<file path="src/rtl/uart_tx_if.sv">
// Byte handshake between a producer and the UART transmitter's input FIFO.
interface uart_tx_if;
  logic       tx_valid;
  logic [7:0] tx_data;
  logic       tx_ready;

  modport master (output tx_valid, output tx_data, input tx_ready);
  modport slave  (input tx_valid, input tx_data, output tx_ready);
endinterface

</file>
<file path="src/rtl/uart_tx.sv">
// 8N1 UART transmitter: bytes are queued in a small FIFO and shifted out LSB first,
// with bit timing derived from a clock-enable counter in the single clk domain.
module uart_tx #(
  parameter int clk_freq   = 1000000,
  parameter int baud_rate  = 9600,
  parameter int FIFO_DEPTH = 4
) (
  input  logic     clk,
  input  logic     rst,
  uart_tx_if.slave bus,
  output logic     tx,
  output logic     busy,
  output logic     done
);

  localparam int CLKS_PER_BIT = clk_freq / baud_rate;
  localparam int CNT_W        = (CLKS_PER_BIT > 1) ? $clog2(CLKS_PER_BIT) : 1;
  localparam int PTR_W        = $clog2(FIFO_DEPTH);

  localparam logic [CNT_W-1:0] LAST_CNT   = CNT_W'(CLKS_PER_BIT - 1);
  localparam logic [PTR_W:0]   FULL_COUNT = (PTR_W + 1)'(FIFO_DEPTH);

  typedef enum logic [1:0] {IDLE, START, DATA, STOP} state_t;

  state_t           state;
  logic [7:0]       mem [FIFO_DEPTH];
  logic [PTR_W-1:0] wr_ptr;
  logic [PTR_W-1:0] rd_ptr;
  logic [PTR_W:0]   count;
  logic [CNT_W-1:0] bit_cnt;
  logic [2:0]       bit_idx;
  logic [7:0]       shreg;
  logic [7:0]       head;
  logic             full;
  logic             empty;
  logic             push;
  logic             pop;
  logic             bit_end;

  assign full         = (count == FULL_COUNT);
  assign empty        = (count == '0);
  assign bus.tx_ready = !full;
  assign push         = bus.tx_valid && !full;
  assign bit_end      = (bit_cnt == LAST_CNT);
  assign head         = mem[rd_ptr];

  // A byte leaves the FIFO either from IDLE or on the last cycle of a stop bit,
  // so consecutive frames follow each other without an idle cycle.
  assign pop = !empty && ((state == IDLE) || ((state == STOP) && bit_end));

  always_ff @(posedge clk or posedge rst) begin
    if (rst) begin
      wr_ptr <= '0;
      rd_ptr <= '0;
      count  <= '0;
    end else begin
      if (push) wr_ptr <= wr_ptr + PTR_W'(1);
      if (pop)  rd_ptr <= rd_ptr + PTR_W'(1);
      count <= count + {{PTR_W{1'b0}}, push} - {{PTR_W{1'b0}}, pop};
    end
  end

  // Storage is intentionally not reset; the pointers alone define its contents.
  always_ff @(posedge clk) begin
    if (push) mem[wr_ptr] <= bus.tx_data;
  end

  always_ff @(posedge clk or posedge rst) begin
    if (rst) begin
      state   <= IDLE;
      tx      <= 1'b1;
      busy    <= 1'b0;
      done    <= 1'b0;
      bit_cnt <= '0;
      bit_idx <= '0;
      shreg   <= '0;
    end else begin
      done <= 1'b0;
      case (state)
        IDLE: begin
          tx      <= 1'b1;
          busy    <= 1'b0;
          bit_cnt <= '0;
          if (pop) begin
            shreg <= head;
            tx    <= 1'b0;
            busy  <= 1'b1;
            state <= START;
          end
        end

        START: begin
          if (bit_end) begin
            bit_cnt <= '0;
            bit_idx <= '0;
            tx      <= shreg[0];
            state   <= DATA;
          end else begin
            bit_cnt <= bit_cnt + CNT_W'(1);
          end
        end

        // shreg[0] is always the bit currently on the line.
        DATA: begin
          if (bit_end) begin
            bit_cnt <= '0;
            if (bit_idx == 3'd7) begin
              tx    <= 1'b1;
              state <= STOP;
            end else begin
              shreg   <= {1'b0, shreg[7:1]};
              bit_idx <= bit_idx + 3'd1;
              tx      <= shreg[1];
            end
          end else begin
            bit_cnt <= bit_cnt + CNT_W'(1);
          end
        end

        STOP: begin
          if (bit_end) begin
            bit_cnt <= '0;
            done    <= 1'b1;
            if (pop) begin
              shreg <= head;
              tx    <= 1'b0;
              state <= START;
            end else begin
              busy  <= 1'b0;
              state <= IDLE;
            end
          end else begin
            bit_cnt <= bit_cnt + CNT_W'(1);
          end
        end

        default: begin
          state   <= IDLE;
          tx      <= 1'b1;
          busy    <= 1'b0;
          bit_cnt <= '0;
        end
      endcase
    end
  end

endmodule

</file>
<file path="src/flat_wrapper.sv">
// flat-port wrapper written by rule: the top's interface ports become plain ports
module uart_tx_flat 
#(
  parameter int clk_freq   = 1000000,
  parameter int baud_rate  = 9600,
  parameter int FIFO_DEPTH = 4
)
  (clk, rst, tx, busy, done, bus_tx_valid, bus_tx_data, bus_tx_ready);
  uart_tx_if bus_i ();
  input  logic clk;
  input  logic rst;
  output logic tx;
  output logic busy;
  output logic done;
  input wire logic [$bits(bus_i.tx_valid)-1:0] bus_tx_valid;
  input wire logic [$bits(bus_i.tx_data)-1:0] bus_tx_data;
  output wire logic [$bits(bus_i.tx_ready)-1:0] bus_tx_ready;
  assign bus_i.tx_valid = bus_tx_valid;
  assign bus_i.tx_data = bus_tx_data;
  assign bus_tx_ready = bus_i.tx_ready;
  uart_tx #(.clk_freq(clk_freq), .baud_rate(baud_rate), .FIFO_DEPTH(FIFO_DEPTH)) u_core (.clk(clk), .rst(rst), .bus(bus_i), .tx(tx), .busy(busy), .done(done));
endmodule
</file>
<file path="config.mk">
export PLATFORM = sky130hd
export DESIGN_NAME = uart_tx_flat
export DESIGN_NICKNAME = d
export VERILOG_FILES = /design/src/rtl/uart_tx_if.sv /design/src/rtl/uart_tx.sv /design/src/flat_wrapper.sv
export SDC_FILE = /design/constraint.sdc
export NUM_CORES = 1
export LEC_CHECK = 0
export BUFFER_PORTS_ARGS = -buffer_cell sky130_fd_sc_hd__clkbuf_2
export CAP_MARGIN = 30
export CORE_MARGIN = 5
export CORE_UTILIZATION = 54
export DETAILED_ROUTE_END_ITERATION = 10
export HOLD_SLACK_MARGIN = 0.03
export PLACE_DENSITY = 0.75
export SYNTH_ARGS = -nofsm -noshare
export SYNTH_HDL_FRONTEND = slang
export SYNTH_SLANG_ARGS = --single-unit
</file>
<file path="constraint.sdc">
create_clock -name clk -period 2.38 [get_ports clk]
set_input_delay 0.238 -clock clk [delete_from_list [all_inputs] [get_ports clk]]
set_output_delay 0.238 -clock clk [all_outputs]
set_load 0.05 [all_outputs]
</file>
==> flow_metrics.py, run 1 <==
metrics = {
    "outcome": {
        "status": "finished clean",
    },
    "synthesis": {
        "synth_ff_type": "edfxtp_1",
        "synthesis.area_mm2": 0.00287,
        "synth_nets": 235,
        "async_flop_share_pct": 48.4,
        "avgSynthCellArea_um2": 13.7,
        "seq_area_frac_synth_pct": 59.7,
        "synthCells": 209,
        "yosys_register_bits": 62,
        "yosysWarnings": 0,
        "synth_edf_count": 32,
        "synth_cell_types": 42,
    },
    "clock_tree": {
        "path_clk_slew_ns": 0.08,
        "clockRootBuffer": "clkbuf_8",
        "clk-insertion-delay-late_ns": 0.35,
        "clock_sinks": 62,
        "cts_buffers": 9,
        "clk_path_buf_depth": 2,
        "htree_levels": 3,
        "cts_tree": "done",
    },
    "cells_and_area": {
        "diodes": 0,
        "fillers": 413,
        "area_delta_synth_final_pct": 16.3,
        "drive_gt1_share_pct": 25.9,
        "final_common_cell": "edfxtp_1",
        "finalNetCount": 272,
        "layout_common_cells": "edfxtp_1 (32), dfrtp_1 (29), buf_4 (17)",
    },
    "setup_path": {
        "end_kind": "register",
        "crit_path_top_delay_cell": "dfrtp_1",
        "critPathMaxFanout": 4,
        "crit_required_ns": 2.66,
        "cp.arrival_ns": 2.56,
        "crit_chain": "ha_1 -> inv_1 -> nor4_4 -> o21ai_2 -> nand2_1 -> nand2_1 -> ha_1 -> fa_1 -> xnor2_1 -> xnor2_1",
        "crit_type": "register to register",
        "cp_slowest_stage_delay_ns": 0.41,
        "startpoint_type": "register",
    },
    "floorplanning": {
        "rows": 26,
        "die_h_um": 82.9,
        "initial_core_util_pct": 55.8,
        "io-pin-count": 15,
        "dieArea_mm2": 0.00687,
        "core-area_mm2": 0.00514,
        "chipWidth_um": 82.9,
    },
    "drt": {
        "routed_wl_um": 5150,
        "drtPass1Iterations": 4,
        "vias": 1782,
        "ant_nets": 0,
        "drtIter0Drc": 106,
        "routed_via_density": 5.55,
        "wl_per_cell_um": 16.0,
        "drc": 0,
    },
    "power_and_ir_drop": {
        "power_frac_comb_pct": 39.8,
        "power_frac_clock_pct": 20.3,
        "switching_share_pct": 36.5,
        "vdd_drop_max_mv": 0.771,
        "p_sw_w": 0.00153,
        "p_per_area_mw_per_mm2": 1250,
        "power.share.sequential_pct": 39.9,
        "power.leakage_nw": 1.34,
        "intPower_w": 0.00266,
    },
    "place": {
        "gp_congestion": 0.756,
        "dp_slack_ns": 0.0641,
        "dp_hpwl_um": 3550,
        "port_buffers": 14,
    },
    "timing": {
        "finalHoldViolCount": 0,
        "relSlewSlack_pct": 70.2,
        "finalHoldWorstSlack_ns": 0.0980,
        "worst_slew_pin_slew_ns": 0.447,
        "setup_viol": 0,
        "fin_skew_ns": 0.00869,
        "slew_violations": 0,
        "layout_min_cycle_time_ns": 2.28,
        "finalCritPeriodShare_pct": 95.9,
        "clock.fmax_ghz": 0.438,
        "setup_slack_ns": 0.0976,
    },
    "global_route": {
        "grt_pass1_wl_um": 8740,
        "grt_use_total_pct": 16.1,
        "grt_max_degree": 31,
        "grt_pass1_vias": 1792,
        "gr-total-overflow": 0,
        "antenna_found_initial": 0,
    },
    "min_path": {
        "hp-class": "input pin to register",
    },
    "flow_run": {
        "cap_violations": 0,
    },
}
worst paths after layout:
path | start | cells past startpoint | slack, ns | to
worst max-delay path | u_core.state[0] | 10 | 0.1 | u_core.count[2]
worst min-delay path | bus_tx_data[1] | 1 | 0.1 | u_core.mem[1][1]
worst max register to register | u_core.state[0] | 10 | 0.1 | u_core.count[2]
worst min register to register | u_core.bit_cnt[0] | 1 | 0.47 | u_core.bit_cnt[0]
max in group asynchronous | rst | 4 | 1.57 | u_core.tx
min in group asynchronous | rst | 4 | 0.49 | u_core.busy
cell families after synthesis:
logic type / after synthesis / synth area share, %
buf+inv: 17 / 2.22
simple gates: 57 / 11.3
fa+ha+maj: 15 / 6.80
compound gates: 40 / 10.6
flops: 62 / 59.7
mux: 9 / 6.63
xor+xnor: 9 / 2.75
layout make-up:
class | instances | area, µm² | area share, %
repair buffers | 32 | 208 | 6.23
multi-input cells | 130 | 1100 | 33.1
inverters | 11 | 41.3 | 1.24
clock inverters | 7 | 57.6 | 1.73
well taps | 70 | 87.6 | 2.63
flip-flops and latches | 62 | 1710 | 51.4
clock buffers | 9 | 124 | 3.71
worst max-delay path, delay by kind of cell (launching register included):
kind                       cells  cell delay [ns]
AOI/OAI and AO/OA              1             0.10
xor gates and xnor gates       2             0.31
adders and majority gates      3             0.82
buffers and inverters          1             0.10
DFF                            1             0.41
and+or+nand+nor                3             0.49
per-stage QoR:
step	power [W]	instance area [µm²]	cells	setup TNS, ns	util [%]
3_5_place_dp	0.00331	3120	302	0	60.7
5_1_grt	0.00449	3340	321	-0.0307	64.9
3_3_place_gp	0.00326	3120	302	0	60.7
4_1_cts	0.00416	3310	319	0	64.4
2_1_floorplan	0.00285	2870	209	0	-
6_report	0.00418	3340	321	0	64.9
metal layers:
layer	routed length [µm]	global-route usage (%)	vias up	part of all wire, %
li1	-	-	858	-
met4	63	7.58	0	1.2
met1	2380	21.9	884	46
met5	0	0	-	0
met2	2520	24.0	35	49
met3	196	4.46	5	3.8
power by group through the flow:
stage / clock (W) / sequential [W] / combinational [W]
after global placement: 0 / 0.00168 / 0.00159
after detailed placement: 0 / 0.00169 / 0.00162
final: 0.000851 / 0.00167 / 0.00166
after CTS: 0.000860 / 0.00167 / 0.00163
after floorplan: 0 / 0.00165 / 0.00121
after global routing: 0.000920 / 0.00171 / 0.00185
cells in the mapped netlist (all sizes together) (2+ instances only):
cell,instances,share of area (%)
nand2b,7,1.5
nor2b,4,0.87
mux4,8,6.3
nor3b,2,0.52
or3,3,0.65
o221a,2,0.78
ha,14,6.1
a2bb2oi,5,1.5
buf,2,0.26
nand3,3,0.70
a22o,2,0.61
nor3,6,1.0
nor2,6,0.78
clkbuf,4,0.52
edfxtp,32,33
or4,4,1.3
o31ai,5,1.3
xor2,2,0.61
a21oi,4,0.70
xnor2,7,2.1
and3,5,1.1
inv,11,1.4
dfrtp,29,25
nand2,14,1.8
o21ai,14,2.4
state kept, by name (all words and copies together), names as in the netlist:
signal and cells:
u_core.count 3, u_core.wr_ptr 2, u_core.rd_ptr 2, u_core.state 2, u_core.bit_idx 3, u_core.busy 1, u_core.tx 1, u_core.shreg 8
u_core.mem 32, u_core.done 1, u_core.bit_cnt 7
timing repair:
action | 4_1_cts | 5_1_grt
hold buffers | 1 | 0
setup endpoints to repair | 0 | 2
gates resized for setup | 0 | 1
setup buffers | 0 | 2
hold endpoints to repair | 29 | 0
No activity file was read; power rests on OpenSTA's default activity.
==> run 2, diff against run 1 <==
--- a/config.mk
+++ b/config.mk
@@ -6,7 +6,8 @@
 export NUM_CORES = 1
 export LEC_CHECK = 0
 export BUFFER_PORTS_ARGS = -buffer_cell sky130_fd_sc_hd__clkbuf_2
-export CAP_MARGIN = 30
+export CAP_MARGIN = 10
+export CORE_ASPECT_RATIO = 0.5
 export CORE_MARGIN = 5
 export CORE_UTILIZATION = 54
 export DETAILED_ROUTE_END_ITERATION = 10
==> run 2 against run 1 <==
- core utilization increased by 1.8 points
- critical path type unchanged
- first-iteration DRC count fell by 36%
- design area increased by 0.45%
- clock skew is 0.00076 ns higher
- clock power shrank 2%
- worst setup slack gained 0.075 ns
- combinational power increased by 2%
==> flow_metrics.py, run 2 (synthesis gave the netlist of run 1 again) <==
metrics = {
    "cells_and_area": {
        "diodes": 0,
        "finalNetCount": 271,
        "layout_common_cells": "edfxtp_1 (32), dfrtp_1 (29), buf_4 (16), nand2_1 (14), clkbuf_2 (14)",
        "drive_gt1_share_pct": 27.2,
        "multi_input_area_mm2": 0.00113,
        "area_delta_synth_final_pct": 16.8,
        "reg.largest.list": "u_core.mem (32), u_core.shreg (8), u_core.bit_cnt (7)",
        "top_register": "u_core.mem",
        "fillers": 364,
        "largest_register_ffs": 32,
        "final_common_cell": "edfxtp_1",
        "seq_area_mm2": 0.00171,
        "final_cell_count_no_fill": 320,
        "fin_area_mm2": 0.00335,
    },
    "global_route": {
        "use_met1_pct": 23.8,
        "grt_pass1_wl_um": 9270,
        "gr-total-overflow": 0,
        "met2_usage_pct": 28.4,
        "antenna_found_initial": 0,
        "grt_use_total_pct": 18.0,
        "top_usage_layer": "met2",
        "grt_pass1_vias": 1880,
        "gr-usage-met3_pct": 6.67,
        "grt_max_degree": 21,
    },
    "place": {
        "port_buffers": 14,
        "dp_hpwl_um": 3570,
        "placed_cells": 301,
        "gp_congestion": 0.787,
        "place_area_mm2": 0.00311,
    },
    "setup_path": {
        "critical_path_buf_inv_count": 0,
        "cp_slowest_stage_delay_ns": 0.40,
        "crit_top_cell": "nand2_1",
        "startpoint_type": "register",
        "crit_type": "register to register",
        "critPathTopFamily": "adder cells",
        "crit_required_ns": 2.61,
        "crit_chain": "ha_4 -> nand3_2 -> nor4_4 -> o21ai_2 -> nand2_1 -> nand2_1 -> ha_1 -> fa_2 -> xnor2_2 -> xnor2_1",
        "cp.arrival_ns": 2.44,
        "crit_path_top_delay_cell": "dfrtp_1",
        "end_kind": "register",
        "critPathMaxFanout": 4,
    },
    "drt": {
        "routed_via_density": 5.54,
        "wl_per_cell_um": 16.5,
        "drtIter0Drc": 68,
        "routed_wl_um": 5290,
        "vias": 1773,
        "drtPass1Iterations": 4,
        "ant_nets": 0,
        "drc": 0,
    },
    "min_path": {
        "hp-class": "input pin to register",
    },
    "power_and_ir_drop": {
        "switching_share_pct": 36.9,
        "intPower_w": 0.00266,
        "power_frac_comb_pct": 40.2,
        "p_sw_w": 0.00156,
        "p_per_area_mw_per_mm2": 1260,
        "power.share.sequential_pct": 40.0,
        "vdd_drop_max_mv": 0.594,
        "power.total_w": 0.00422,
        "power.leakage_nw": 1.33,
        "power_frac_clock_pct": 19.8,
    },
    "floorplanning": {
        "die_h_um": 61.5,
        "initial_core_util_pct": 57.1,
        "chipWidth_um": 113,
        "core-area_mm2": 0.00502,
        "rows": 18,
        "dieArea_mm2": 0.00696,
        "io-pin-count": 15,
    },
    "timing": {
        "finalHoldWorstSlack_ns": 0.112,
        "relSlewSlack_pct": 62.3,
        "fin_skew_ns": 0.00946,
        "fin_tns_setup_ns": 0,
        "worst_slew_pin_slew_ns": 0.565,
        "setup_viol": 0,
        "layout_min_cycle_time_ns": 2.21,
        "clock.fmax_ghz": 0.453,
        "finalCritPeriodShare_pct": 92.7,
        "rsz0062_at_grt": "false",
        "finalHoldViolCount": 0,
        "slew_violations": 0,
    },
    "clock_tree": {
        "cts_buffers": 9,
        "cts_tree": "done",
        "clk-insertion-delay-late_ns": 0.34,
        "htree_levels": 3,
        "clockRootBuffer": "clkbuf_8",
        "clock_sinks": 62,
        "path_clk_slew_ns": 0.07,
        "clk_path_buf_depth": 2,
    },
    "outcome": {
        "status": "finished clean",
    },
    "flow_run": {
        "cap_violations": 0,
    },
}
[run 2: worst register-to-register path: stages, from the launching register on]
cell     delay, ns
dfrtp_1       0.40
ha_4          0.16
nand3_2       0.11
nor4_4        0.37
o21ai_2       0.09
nand2_1       0.07
nand2_1       0.05
ha_1          0.22
fa_2          0.38
xnor2_2       0.14
xnor2_1       0.12
[run 2: timing repair]
action | 4_1_cts | 5_1_grt
hold buffers | 1 | 0
buffers inserted | 0 | 2
setup endpoints to repair | 0 | 2
endpoints found under the hold margin | 13 | 0
gates resized for setup | 0 | 6
[run 2: final timing paths]
check	startpoint	to	slack, ns	cells past startpoint
max	u_core.bit_cnt[0]	u_core.count[2]	0.17	10
max in group asynchronous	rst	u_core.rd_ptr[0]	1.27	4
min reg2reg	u_core.tx	u_core.tx	0.48	2
min	bus_tx_data[4]	u_core.mem[0][4]	0.11	1
max reg2reg	u_core.bit_cnt[0]	u_core.count[2]	0.17	10
min in group asynchronous	rst	u_core.bit_cnt[6]	0.47	3
[run 2: power groups by stage]
stage	sequential, W	combinational (W)	clock (W)
final	0.00169	0.00170	0.000835
after global routing	0.00174	0.00191	0.000909
after detailed placement	0.00170	0.00163	0
after CTS	0.00168	0.00165	0.000851
after global placement	0.00168	0.00158	0
after floorplan	0.00165	0.00121	0
[run 2: final cells by class]
class	instances	area share, %
tap	70	2.61
sequential	62	51.1
multi-input combinational	130	33.7
inverter	11	1.23
timing repair buffer	31	5.97
clock inverter	7	1.64
clock buffer	9	3.70
[run 2: per-layer routing]
layer,vias up,wire length (µm)
li1,856,-
met1,873,2490
met2,38,2500
met3,6,258
met4,0,39
met5,-,0
[run 2: metrics by stage]
stage	setup WS, ns	utilization, %
global route	0.00619	66.7
detailed placement	0.0778	62.0
finish	0.173	66.7
CTS	0.0632	65.7
global placement	0.127	62.0
floorplan	0.00838	-
